File: src/rtl/slow_dac_ctrl.sv
// Upstream feeder for the slow DAC serializer: shadows per-channel codes, snapshots them
// into a frozen frame, and holds dac_valid for exactly one serial frame followed by a gap.
module slow_dac_ctrl #(
    parameter int          N_CH        = 4,
    parameter int          CLK_DIV     = 3,
    parameter logic [3:0]  CMD         = 4'h3,
    parameter int          GAP_CYCLES  = 4,
    parameter int          REFRESH_DIV = 0,
    parameter logic [15:0] RESET_VAL   = 16'h8000
) (
    input  logic                 clk,
    input  logic                 rst,
    input  logic                 wr_en,
    input  logic [2:0]           wr_addr,
    input  logic [15:0]          wr_data,
    input  logic                 update_req,
    output logic [16*N_CH-1:0]   dac_data,
    output logic                 dac_valid,
    output logic [3:0]           dac_cmd,
    output logic                 busy,
    output logic                 frame_done,
    output logic [15:0]          frame_cnt
);

    // state | meaning
    // IDLE  | waiting for pending write, update_req or refresh tick
    // LOAD  | one cycle: snapshot shadow into dac_data, raise dac_valid
    // RUN   | dac_valid high, frame timer counting down to zero
    // GAP   | dac_valid low for GAP_CYCLES so the serializer can re-arm

    localparam int FRAME_CYCLES = 129 * (2 ** CLK_DIV);
    localparam int TMR_MAX      = (FRAME_CYCLES > GAP_CYCLES) ? FRAME_CYCLES : GAP_CYCLES;
    localparam int TMR_W        = $clog2(TMR_MAX);
    localparam int REF_W        = (REFRESH_DIV > 1) ? $clog2(REFRESH_DIV) : 1;

    typedef enum logic [1:0] {
        S_IDLE,
        S_LOAD,
        S_RUN,
        S_GAP
    } state_t;

    state_t               state, state_nxt;
    logic [16*N_CH-1:0]   shadow;
    logic                 pending, pending_nxt;
    logic [TMR_W-1:0]     tmr;
    logic                 wr_ok;
    logic                 refresh_tick;
    logic                 tmr_zero;

    assign wr_ok    = wr_en && (int'(wr_addr) < N_CH);
    assign tmr_zero = (tmr == '0);
    assign dac_cmd  = CMD;
    assign busy     = (state != S_IDLE);

    for (genvar k = 0; k < N_CH; k++) begin : g_shadow
        always_ff @(posedge clk) begin
            if (rst) begin
                shadow[16*k +: 16] <= RESET_VAL;
            end else if (wr_ok && (wr_addr == 3'(k))) begin
                shadow[16*k +: 16] <= wr_data;
            end
        end
    end

    // Free-running; first tick arrives one full period after reset.
    if (REFRESH_DIV > 0) begin : g_refresh
        logic [REF_W-1:0] ref_cnt;
        assign refresh_tick = (ref_cnt == REF_W'(REFRESH_DIV - 1));
        always_ff @(posedge clk) begin
            if (rst) begin
                ref_cnt <= '0;
            end else if (refresh_tick) begin
                ref_cnt <= '0;
            end else begin
                ref_cnt <= ref_cnt + 1'b1;
            end
        end
    end else begin : g_no_refresh
        assign refresh_tick = 1'b0;
    end

    always_ff @(posedge clk) begin
        if (rst) begin
            state <= S_IDLE;
        end else begin
            state <= state_nxt;
        end
    end

    always_comb begin
        state_nxt   = state;
        pending_nxt = pending;
        case (state)
            S_IDLE: if (pending || update_req || refresh_tick) state_nxt = S_LOAD;
            S_LOAD: state_nxt = S_RUN;
            S_RUN:  if (tmr_zero) state_nxt = S_GAP;
            S_GAP:  if (tmr_zero) state_nxt = S_IDLE;
            default: state_nxt = S_IDLE;
        endcase
        if (state == S_LOAD) pending_nxt = 1'b0;
        // Requests that arrive while a frame is in flight are folded into one follow-up frame.
        if (wr_ok || ((state != S_IDLE) && (update_req || refresh_tick))) pending_nxt = 1'b1;
    end

    always_ff @(posedge clk) begin
        if (rst) begin
            pending    <= 1'b0;
            dac_data   <= '0;
            dac_valid  <= 1'b0;
            frame_done <= 1'b0;
            frame_cnt  <= '0;
            tmr        <= '0;
        end else begin
            pending    <= pending_nxt;
            frame_done <= 1'b0;
            case (state)
                S_LOAD: begin
                    dac_data  <= shadow;
                    dac_valid <= 1'b1;
                    tmr       <= TMR_W'(FRAME_CYCLES - 1);
                end
                S_RUN: begin
                    if (tmr_zero) begin
                        dac_valid  <= 1'b0;
                        frame_done <= 1'b1;
                        frame_cnt  <= frame_cnt + 16'd1;
                        tmr        <= TMR_W'(GAP_CYCLES - 1);
                    end else begin
                        tmr <= tmr - 1'b1;
                    end
                end
                S_GAP: begin
                    if (!tmr_zero) tmr <= tmr - 1'b1;
                end
                default: ;
            endcase
        end
    end

endmodule

File: config.mk
export PLATFORM = sky130hd
export DESIGN_NAME = slow_dac_ctrl
export DESIGN_NICKNAME = d
export VERILOG_FILES = /design/src/rtl/slow_dac_ctrl.sv
export SDC_FILE = /design/constraint.sdc
export NUM_CORES = 1
export LEC_CHECK = 0
export BUFFER_PORTS_ARGS = -buffer_cell sky130_fd_sc_hd__buf_2
export CAP_MARGIN = 20
export CORE_MARGIN = 2
export CORE_UTILIZATION = 55
export DETAILED_ROUTE_END_ITERATION = 8
export PLACE_DENSITY = 0.85
export SLEW_MARGIN = 20
export SYNTH_ARGS = -nofsm -noshare
export SYNTH_HDL_FRONTEND = slang
export SYNTH_SLANG_ARGS = --single-unit
File: constraint.sdc
create_clock -name clk -period 2.68 [get_ports clk]
set_clock_uncertainty 0.15 [all_clocks]
set_input_delay 0.402 -clock clk [delete_from_list [all_inputs] [get_ports clk]]
set_output_delay 0.402 -clock clk [all_outputs]
set_load 0.005 [all_outputs]
==> results_dict.tcl <==
set metrics [dict create \
    timing.rr.end "frame_cnt[3]" \
    port_buffers 105 \
    fp.coreArea_sq_um 10890 \
    antennaDiodeCount 0 \
    synth_area_leaders "dfxtp_1, mux2i_1, nand2_1" \
    syn_inst 690 \
    irDropWorstVdd_v 0.0004867 \
    synth.distinct_cells 44 \
    die-area_sq_um 12020 \
    yosysSeqAreaShare_pct 52.18 \
    area_growth_syn_to_layout_pct 19.89 \
    dpl_cell_area_sq_um 6741 \
    finalHoldViolations 0 \
    grt_pass1_wl_um 23470 \
    ys_warn_count 0 \
    place_congestion 0.8989 \
    tightestPinTransition_ns 0.7805 \
    drt_first_pass_iters 5 \
    p_per_area_nw_per_um2 893.8 \
    cts_num_sinks 160 \
    clk_latency_ns 0.53 \
    cp_max_fo 30 \
    critPathRequiredTime_ns 2.97 \
    worstHoldEndpoint "shadow[34]" \
    p_leak_nw 3.006 \
    grt_use_total_pct 25.70 \
    worst_slew_margin_rel_pct 47.52 \
    maxCapViolCount 0 \
    yosysTopAreaCell "dfxtp_1" \
    worstSetupPathType "reg -> reg" \
    via_per_inst 5.665 \
    slowest_delay_ns 0.55 \
    synth_area_sq_um 6138 \
    min-delay-start "wr_data[2]" \
    start_util_pct 56.38 \
    clockBufferDepth 2 \
    layout.nets 807 \
    cts_root_buf "clkbuf_8" \
    max_freq_mhz 404.2 \
    cts_tree "done" \
    rsz0062_at_grt "no" \
    num_rows 38 \
    drt_wl_total_um 14810 \
    grt-ovfl-total 0 \
    cp-start-kind "register" \
    crit_path_cell_trace "inv_1 -> ha_1 -> nor2b_1 -> nand4_1 -> buf_4 -> or4_1 -> a21oi_1" \
    r2r_cells 7 \
    hold_depth 3 \
    grt_max_degree 146 \
    numCtsBuffers 17 \
    crit_slowest_cell "nor2b_1" \
    synth_area_per_cell_sq_um 8.896 \
    r2r_start "tmr[0]" \
    cp.arrival_ns 2.77 \
    wl_per_cell_um 15.96 \
    final_core_util_pct 67.59 \
    synth_top_cell_area_share_pct 52.18 \
    die_w_um 109.6 \
    ios 110 \
    via_count 5257 \
    fin_crit_sh_pct 92.32 \
    ant_nets 0 \
    reg2reg_slack_ns 0.21 \
    dr.first_iter.drc_count 520 \
    drive_above_1_share_pct 19.04 \
    crit_path_end_kind "register" \
    status "completed" \
    crit_family "simple AND/OR/NAND/NOR gates" \
    grt_pass1_vias 5008 \
    design_area_sq_um 7360 \
    min_period_ns 2.474 \
    finalSetupViolations 0 \
    hold_class "in -> reg" \
    critPathBufInv 2 \
    drv_slew 0 \
    hpwlAfterDp_um 9746 \
    fp.dieH_um 109.6 \
    h-tree-depth 4 \
    antenna_found_initial 0 \
    fillers 840 \
    fin_setup_tns_ns 0 \
    postCtsSetupBuffers 0 \
    remaining_drc_errors 0 \
    ys_ff_latch 160 \
    clkSlewWorstSetupHoldPaths_ns 0.06 \
]
[sequential cells by signal, indices dropped and copies added (netlist names)]
register	count
dac_data	64
dac_valid	1
frame_cnt	16
frame_done	1
pending	1
shadow	64
state	2
tmr	11
[cell usage in the layout (no fill, tap or decap), drive strengths merged, types with 3 or more instances in the layout]
cell type	count
or3	5
o31ai	14
a21oi	80
a31oi	3
clkinv	4
ha	8
conb	4
nor2	74
clkbuf	20
o21ai	7
or4	14
dfxtp	160
inv	12
nand3	12
clkinvlp	3
nor2b	3
nand4	6
buf	112
bufinv	4
nand2	137
and2	3
nor3	6
mux2i	67
[final cells by class]
| cell class | count | area, sq um | share of cell area [%] |
|---|---|---|---|
| Tap cell | 140 | 175.2 | 2.380 |
| Clock buffer | 20 | 445.4 | 6.052 |
| Sequential cell | 160 | 3203 | 43.52 |
| Multi-Input combinational cell | 472 | 2713 | 36.86 |
| Inverter | 12 | 45.04 | 0.6120 |
| Clock inverter | 11 | 162.7 | 2.210 |
| Timing Repair Buffer | 113 | 615.6 | 8.364 |
[layer usage]
| layer | vias to the layer above | routed length (um) | track usage [%] |
|---|---|---|---|
| li1 | 2526 | - | - |
| met1 | 2478 | 5959 | 31.27 |
| met2 | 221 | 7108 | 42.64 |
| met3 | 32 | 1413 | 8.121 |
| met4 | 0 | 329 | 9.584 |
| met5 | - | 0 | 0 |
[repair_timing]
item	CTS	global route
resized for setup	0	0
hold buffers	1	0
hold endpoints to repair	4	0
[synth_stat cells, drive strengths merged]
library cell / instances
a31oi: 3
nor2: 74
a41oi: 2
or4: 14
nand3: 12
and4: 2
nor3b: 2
a221oi: 1
mux2i: 67
nand4: 6
a311o: 2
nand3b: 2
or3: 5
o21ai: 7
dfxtp: 160
nand2: 137
nor3: 6
o211a: 1
and2: 3
clkbuf: 39
a211o: 1
o41ai: 1
and3: 2
conb: 2
nor2b: 3
nor4: 2
mux2: 2
xor2: 2
ha: 8
o221a: 1
a21oi: 80
nand2b: 2
xnor2: 1
a22oi: 1
a311oi: 1
inv: 12
o31ai: 14
or2: 1
buf: 9
[cell families after synthesis]
kind of cell	count (synthesis)	synth area share, %
xor+xnor	3	0.4281
simple gates	273	19.61
mux	69	11.29
compound gates	115	10.78
flops	160	52.18
buf+inv	60	3.954
fa+ha+maj	8	1.631
other cells	2	0.1223
[through the flow]
| stage | hold slack (ns) | setup slack (ns) | power, mW | instances |
|---|---|---|---|---|
| floorplan | 0.2860 | 0.5360 | 3.754 | 692 |
| global placement | 0.2916 | 0.4632 | 4.031 | 896 |
| detailed placement | 0.2972 | 0.3041 | 4.124 | 896 |
| CTS | 0.005614 | 0.2609 | 6.592 | 928 |
| global route | 0.001454 | 0.1098 | 6.847 | 928 |
| finish | 0.03302 | 0.2059 | 6.578 | 928 |
[power by group]
group / total, mW / switching [mW] / internal (mW)
Sequential: 2.69 / 0.155 / 2.54
Clock: 2.47 / 0.920 / 1.55
Combinational: 1.42 / 0.816 / 0.601
[tightest hold or removal path, cell delays in order]
cell and delay, ns:
buf_2 0.14, nand2_1 0.07, a21oi_1 0.05
[how the worst max path moves through the flow]
stage / from / endpoint / cells after the start
final: tmr[0] / frame_cnt[3] / 7
after global routing: tmr[0] / frame_cnt[3] / 7
after CTS: tmr[0] / frame_cnt[3] / 7
after detailed placement: tmr[0] / frame_cnt[7] / 7
after global placement: tmr[0] / frame_cnt[10] / 7
after floorplan: tmr[0] / frame_cnt[1] / 9
No activity file was read; power rests on OpenSTA's default activity.
